[src/rtl/ropuf_ctrl_if.sv]
// ropuf_ctrl_if -- host-side handshake bundle for the RO PUF controller.
//
// Signals:
//   Start, Abort          host -> controller request / synchronous abort
//   BaseChallenge         first challenge of the sequence (NBITS_ROPUF)
//   WindowCycles          measurement window length in cycles (NBITS_WIN)
//   Busy                  controller -> host, high outside IDLE
//   RespValid, RespReady  response-word valid/ready handshake
//   Response              assembled response word (NBITS_RESP)
//
// Modports: master = host/consumer side, slave = controller side.
interface ropuf_ctrl_if #(
  parameter int NBITS_ROPUF = 8,
  parameter int NBITS_RESP  = 16,
  parameter int NBITS_WIN   = 8
);
  logic                   Start;
  logic                   Abort;
  logic [NBITS_ROPUF-1:0] BaseChallenge;
  logic [NBITS_WIN-1:0]   WindowCycles;
  logic                   Busy;
  logic                   RespValid;
  logic                   RespReady;
  logic [NBITS_RESP-1:0]  Response;

  modport master (
    output Start, Abort, BaseChallenge, WindowCycles, RespReady,
    input  Busy, RespValid, Response
  );

  modport slave (
    input  Start, Abort, BaseChallenge, WindowCycles, RespReady,
    output Busy, RespValid, Response
  );
endinterface

[src/rtl/ropuf_ctrl.sv]
// ropuf_ctrl -- sequencer that builds an NBITS_RESP-bit response word from a
// ring-oscillator PUF, one evaluation (or three, majority voted) per bit.
//
// Ports:
//   Clock, Reset    system clock; asynchronous active-high reset
//   host            ropuf_ctrl_if.slave: Start/Abort/BaseChallenge/WindowCycles
//                   in, Busy/RespValid/Response out, RespReady in
//   PufEnable       enable to the RO PUF (registered)
//   PufReset        synchronous clear pulse to the RO PUF (registered)
//   PufChallenge    challenge applied to the RO PUF (registered)
//   PufResponse     response bit from the RO PUF
//
// Build option: define ROPUF_MAJORITY_EN to evaluate every challenge three
// times and take the majority; otherwise a single evaluation per bit.
//
// state   | meaning
// IDLE    | waiting for Start; Response holds last word
// SETUP   | challenge applied, PUF cleared (1 cycle)
// MEASURE | PUF enabled for W window cycles
// CAPTURE | PUF response sampled into the word (1 cycle)
// VALID   | response word presented until RespReady
module ropuf_ctrl #(
  parameter int NBITS_ROPUF = 8,
  parameter int NBITS_RESP  = 16,
  parameter int NBITS_WIN   = 8
) (
  input  logic                   Clock,
  input  logic                   Reset,
  ropuf_ctrl_if.slave            host,
  output logic                   PufEnable,
  output logic                   PufReset,
  output logic [NBITS_ROPUF-1:0] PufChallenge,
  input  logic                   PufResponse
);
  localparam int KW = (NBITS_RESP > 1) ? $clog2(NBITS_RESP) : 1;
  localparam logic [KW-1:0] LAST_BIT = KW'(NBITS_RESP - 1);

  typedef enum logic [2:0] {IDLE, SETUP, MEASURE, CAPTURE, VALID} state_t;

  state_t                 state, stateNext;
  logic [KW-1:0]          bitIdx, bitIdxNext;
  logic [NBITS_WIN-1:0]   winLen, winLenNext;
  logic [NBITS_WIN-1:0]   winCnt, winCntNext;
  logic [NBITS_ROPUF-1:0] base, baseNext;
  logic [NBITS_ROPUF-1:0] chal, chalNext;
  logic [NBITS_RESP-1:0]  resp, respNext;
  logic                   pufEn, pufEnNext;
  logic                   pufRst, pufRstNext;
  logic                   busyQ, busyNext;
  logic                   validQ, validNext;
  logic                   bitDone;
  logic                   bitVal;
`ifdef ROPUF_MAJORITY_EN
  logic [1:0]             voteCnt, voteNext;
  logic [1:0]             passCnt, passNext;
`endif

  always_comb begin
    stateNext  = state;
    bitIdxNext = bitIdx;
    winLenNext = winLen;
    winCntNext = winCnt;
    baseNext   = base;
    chalNext   = chal;
    respNext   = resp;
    pufEnNext  = pufEn;
    pufRstNext = pufRst;
    validNext  = validQ;
`ifdef ROPUF_MAJORITY_EN
    voteNext   = voteCnt;
    passNext   = passCnt;
    // third evaluation closes the bit; votes so far plus the live sample
    bitDone    = (passCnt == 2'd2);
    bitVal     = (({1'b0, voteCnt} + {2'b00, PufResponse}) >= 3'd2);
`else
    bitDone    = 1'b1;
    bitVal     = PufResponse;
`endif

    case (state)
      IDLE: begin
        if (host.Start) begin
          baseNext   = host.BaseChallenge;
          winLenNext = (host.WindowCycles == '0) ? NBITS_WIN'(1) : host.WindowCycles;
          bitIdxNext = '0;
          respNext   = '0;
          chalNext   = host.BaseChallenge;
          pufRstNext = 1'b1;
          pufEnNext  = 1'b0;
          stateNext  = SETUP;
`ifdef ROPUF_MAJORITY_EN
          voteNext   = 2'd0;
          passNext   = 2'd0;
`endif
        end
      end
      SETUP: begin
        pufRstNext = 1'b0;
        pufEnNext  = 1'b1;
        winCntNext = winLen - NBITS_WIN'(1);
        stateNext  = MEASURE;
      end
      MEASURE: begin
        if (winCnt == '0) begin
          pufEnNext = 1'b0;
          stateNext = CAPTURE;
        end else begin
          winCntNext = winCnt - NBITS_WIN'(1);
        end
      end
      CAPTURE: begin
        if (!bitDone) begin
`ifdef ROPUF_MAJORITY_EN
          voteNext = voteCnt + {1'b0, PufResponse};
          passNext = passCnt + 2'd1;
`endif
          pufRstNext = 1'b1;
          stateNext  = SETUP;
        end else begin
          respNext[bitIdx] = bitVal;
`ifdef ROPUF_MAJORITY_EN
          voteNext = 2'd0;
          passNext = 2'd0;
`endif
          if (bitIdx == LAST_BIT) begin
            validNext = 1'b1;
            stateNext = VALID;
          end else begin
            bitIdxNext = bitIdx + KW'(1);
            // challenge wraps naturally at NBITS_ROPUF bits
            chalNext   = base + NBITS_ROPUF'(bitIdxNext);
            pufRstNext = 1'b1;
            stateNext  = SETUP;
          end
        end
      end
      VALID: begin
        if (host.RespReady) begin
          validNext = 1'b0;
          stateNext = IDLE;
        end
      end
      default: stateNext = IDLE;
    endcase

    // Abort wins over Start and RespReady from every state
    if (host.Abort) begin
      stateNext  = IDLE;
      pufEnNext  = 1'b0;
      pufRstNext = 1'b0;
      validNext  = 1'b0;
      respNext   = '0;
      bitIdxNext = '0;
`ifdef ROPUF_MAJORITY_EN
      voteNext   = 2'd0;
      passNext   = 2'd0;
`endif
    end

    busyNext = (stateNext != IDLE);
  end

  always_ff @(posedge Clock or posedge Reset) begin
    if (Reset) begin
      state  <= IDLE;
      bitIdx <= '0;
      winLen <= '0;
      winCnt <= '0;
      base   <= '0;
      chal   <= '0;
      resp   <= '0;
      pufEn  <= 1'b0;
      pufRst <= 1'b0;
      busyQ  <= 1'b0;
      validQ <= 1'b0;
`ifdef ROPUF_MAJORITY_EN
      voteCnt <= 2'd0;
      passCnt <= 2'd0;
`endif
    end else begin
      state  <= stateNext;
      bitIdx <= bitIdxNext;
      winLen <= winLenNext;
      winCnt <= winCntNext;
      base   <= baseNext;
      chal   <= chalNext;
      resp   <= respNext;
      pufEn  <= pufEnNext;
      pufRst <= pufRstNext;
      busyQ  <= busyNext;
      validQ <= validNext;
`ifdef ROPUF_MAJORITY_EN
      voteCnt <= voteNext;
      passCnt <= passNext;
`endif
    end
  end

  assign PufEnable      = pufEn;
  assign PufReset       = pufRst;
  assign PufChallenge   = chal;
  assign host.Busy      = busyQ;
  assign host.RespValid = validQ;
  assign host.Response  = resp;
endmodule

[src/flat_wrapper.sv]
// flat-port wrapper written by rule: the top's interface ports become plain ports
module ropuf_ctrl_flat 
#(
  parameter int NBITS_ROPUF = 8,
  parameter int NBITS_RESP  = 16,
  parameter int NBITS_WIN   = 8
)
  (Clock, Reset, PufEnable, PufReset, PufChallenge, PufResponse, host_Start, host_Abort, host_BaseChallenge, host_WindowCycles, host_RespReady, host_Busy, host_RespValid, host_Response);
  ropuf_ctrl_if #(.NBITS_ROPUF(NBITS_ROPUF), .NBITS_RESP(NBITS_RESP), .NBITS_WIN(NBITS_WIN)) host_i ();
  input  logic Clock;
  input  logic Reset;
  output logic PufEnable;
  output logic PufReset;
  output logic [NBITS_ROPUF-1:0] PufChallenge;
  input  logic PufResponse;
  input wire logic [$bits(host_i.Start)-1:0] host_Start;
  input wire logic [$bits(host_i.Abort)-1:0] host_Abort;
  input wire logic [$bits(host_i.BaseChallenge)-1:0] host_BaseChallenge;
  input wire logic [$bits(host_i.WindowCycles)-1:0] host_WindowCycles;
  input wire logic [$bits(host_i.RespReady)-1:0] host_RespReady;
  output wire logic [$bits(host_i.Busy)-1:0] host_Busy;
  output wire logic [$bits(host_i.RespValid)-1:0] host_RespValid;
  output wire logic [$bits(host_i.Response)-1:0] host_Response;
  assign host_i.Start = host_Start;
  assign host_i.Abort = host_Abort;
  assign host_i.BaseChallenge = host_BaseChallenge;
  assign host_i.WindowCycles = host_WindowCycles;
  assign host_i.RespReady = host_RespReady;
  assign host_Busy = host_i.Busy;
  assign host_RespValid = host_i.RespValid;
  assign host_Response = host_i.Response;
  ropuf_ctrl #(.NBITS_ROPUF(NBITS_ROPUF), .NBITS_RESP(NBITS_RESP), .NBITS_WIN(NBITS_WIN)) u_core (.Clock(Clock), .Reset(Reset), .host(host_i), .PufEnable(PufEnable), .PufReset(PufReset), .PufChallenge(PufChallenge), .PufResponse(PufResponse));
endmodule
[config.mk]
export PLATFORM = sky130hd
export DESIGN_NAME = ropuf_ctrl_flat
export DESIGN_NICKNAME = d
export VERILOG_FILES = /design/src/rtl/ropuf_ctrl_if.sv /design/src/rtl/ropuf_ctrl.sv /design/src/flat_wrapper.sv
export SDC_FILE = /design/constraint.sdc
export NUM_CORES = 1
export LEC_CHECK = 0
export ABC_AREA = 1
export BUFFER_PORTS_ARGS = -buffer_cell sky130_fd_sc_hd__buf_2
export CAP_MARGIN = 10
export CORE_ASPECT_RATIO = 0.75
export CORE_MARGIN = 1.5
export CORE_UTILIZATION = 50
export DETAILED_ROUTE_END_ITERATION = 10
export PLACE_DENSITY = 0.71
export SYNTH_ARGS = -nofsm -noshare
export SYNTH_HDL_FRONTEND = slang
export SYNTH_SLANG_ARGS = --single-unit
[constraint.sdc]
create_clock -name Clock -period 2.7 [get_ports Clock]
set_input_delay 0 -clock Clock [delete_from_list [all_inputs] [get_ports Clock]]
set_output_delay 0 -clock Clock [all_outputs]
set_load 0.02 [all_outputs]
==> run metrics <==
Buf+Inv Stages, Crit Path=2; Worst path slowest cell=dfrtp_1; clock transition at the registers of the reported paths=0.07 ns; # port buffers=49; area share of the largest cell type after synthesis=0.440; initial antenna violation count=0; max incr delay on CP=about 0.42 ns; Initial DRC Count=between 150 and 200; HPWL Detailed=5.42 mm; Max Clock Freq=around 0.5 GHz; Sum Neg Setup Slack=0 ns; Setup crit start=u_core.bitIdx[0]; Area contributors post-synth=dfrtp_1 (44%), nand2_1 (9.4%), inv_1 (7.0%); GRT Util Overall=0.235; crit path capture=u_core.PufChallenge[7]; Final Setup Violations=0; kind of critical path=register to register; Max H-tree Level=3; Die W=97.6 um; CTS Sinks=59; vias in the first global route=2785; Routed WL per cell=13.8 um; Via density=5.15; Primary FF master, synth=dfrtp_1; IO Count=50; Critical Path RT=about 2.9 ns; Antenna Nets Post-Route=0; row count=25; Reg2Reg Depth=13; Crit. path cell count=13; final instance area=0.00397 mm2; Slew headroom=0.520; Clock Tree Buf Depth=2; Non-Filler Instances=about 570; die area=0.00722 mm2; Root Buffer=clkbuf_8; Worst-Skew Late Latency=between 0.3 and 0.4 ns; synthesized area per cell=8.17 um2; flops & latches, synth=59; layout cells sized above 1=0.212; minimum clock period=1.99 ns; DRT Pass-1 Iters=4; fin crit share=0.737; Synth area leader=dfrtp_1; Antenna Cells=0; Core ar.=roughly 0.0064 mm2; worst hold path class=input pin to register; Mapped Cells=about 400; first-pass GRT wire length=13.3 mm; RSZ-0062 raised after global routing=false; Synth async-reset ratio=1.00; via count=roughly 2.9k; post-synthesis cell area=around 0.0034 mm2; Worst EP arrival=2.21 ns; Commonest cells post-synth=nand2_1 (84), inv_1 (63), dfrtp_1 (59), nor2_1 (35), o21ai_0 (26); peak supply drop=0.444 mV; WHS=0.0182 ns; routed wire length=~7.8 mm; DRC viols=0; PD cells=~610 mW/mm2; Worst Skew=0.00899 ns; Die Y=around 74 um; fin nets=513; Critical Path, Cell by Cell=ha_1, inv_1, nand2_1, nand2_1, ha_1, inv_1, nand2_1, nand3_1, nand2_1, nand3b_1, nand2_1, o21ai_0, nand2_1; CTS tree=built; CTS Buf Count=9; pin count of the biggest net entering global routing=33; Reg2Reg Setup Slack=0.71 ns; Slew @ Worst Pin=0.719 ns; crit path capture type=register; status=finished clean; count leader, synth=nand2_1; worst flop-to-flop path startpoint=u_core.bitIdx[0]; EDFF count, synth=0; Seq/Total Area, Yosys=0.440; post-synth net total=about 440; Starting Density=0.526; warnings from Yosys=0; gr ovfl total=0; Yosys cell types=36; CP Launch Type=register; Worst path most repeated cell=nand2_1; final hold violations=0; # resized after CTS=0; crit-path leading delay family=simple AND/OR/NAND/NOR gates; terminus of the critical flop-to-flop path=u_core.PufChallenge[7]; dpl cells=approximately 530; leak pwr=2.08 nW; Post-DP Area=around 0.0036 mm2; max-cap violation count=0; final core utilization=0.622; crit-path max FO=4; Area Growth Syn to Fin=18.3%; Final Wtd Congestion=0.811; fin. max-slew vios=0
worst min-delay path by stage:
stage	slack (ns)	startpoint	cells past startpoint	end
2_1_floorplan	0.15	host_BaseChallenge[0]	1	u_core.base[0]
3_3_place_gp	0.15	Reset	2	u_core.winLen[7]
3_5_place_dp	0.16	Reset	2	u_core.winLen[3]
4_1_cts	0.006	host_Abort	2	u_core.PufReset
5_1_grt	0.005	host_Abort	2	u_core.PufReset
6_report	0.02	host_Abort	2	u_core.PufReset
stage by stage:
stage               worst slack, ns  total power, mW
floorplan                     0.867             1.55
global placement              0.784             1.68
detailed placement            0.724             1.70
CTS                           0.714             2.44
global route                  0.444             2.59
finish                        0.710             2.43
cell families after synthesis:
logic type / count (synthesis) / share of synthesized area
adder cells (fa/ha/maj): 10 / 0.0395
multiplexers: 5 / 0.0168
flip-flops: 59 / 0.440
AO/OA/AOI/OAI: 79 / 0.137
buffers and inverters: 75 / 0.102
AND/OR/NAND/NOR: 181 / 0.259
XOR/XNOR: 2 / 0.00522
placed cells by master, fill, tap and decap left out, types with 7 or more instances in the layout:
cell           netlist  routed
o21ai_1              7       7
buf_2                3      49
clkbuf_8             0      11
nand2_1             84      84
dfrtp_1             59      59
o21ai_0             26      26
o22ai_1              7       7
dlygate4sd3_1        0      17
nand2_2              9       9
inv_1               63      62
nor2_1              35      35
o31ai_1             10      10
ha_1                 9       9
a21oi_1             21      21
nand3_1             24      24
repair_timing:
| action | 4_1_cts | 5_1_grt |
|---|---|---|
| endpoints found under the hold margin | 51 | 0 |
| hold buffers | 17 | 0 |
| setup buffers | 0 | 0 |
area by class of cell:
class | count | area [um2]
clock buffers | 14 | 163
fillers | 567 | 2410
repair buffers | 69 | 438
flip-flops and latches | 59 | 1480
inverters | 65 | 246
well taps | 81 | 101
multi-input cells | 277 | 1540
clock inverters | 2 | 10.0
power by group:
part	leakage [nW]	total [mW]	switching, mW	internal, mW
Clock	0.0905	0.725	0.343	0.382
Combinational	1.24	0.615	0.399	0.216
Sequential	0.749	1.09	0.0789	1.02
Total	2.08	2.43	0.821	1.61
sequential cells by signal, summed over array words and instances (netlist names):
name	flops
u_core.winLen	8
u_core.PufReset	1
u_core.base	8
u_core.winCnt	8
u_core.host.Response	16
u_core.PufChallenge	8
u_core.host.RespValid	1
u_core.host.Busy	1
u_core.state	3
u_core.bitIdx	4
u_core.PufEnable	1
metal layers:
layer,wire (um),part of all wire,vias to the layer above,GRT usage
met4,133,0.017,0,0.0714
met2,3400,0.44,77,0.363
met3,424,0.054,14,0.0611
met5,0,0,-,0
li1,-,-,1466,-
met1,3850,0.49,1363,0.330
Power figures use the tool's default switching activity.
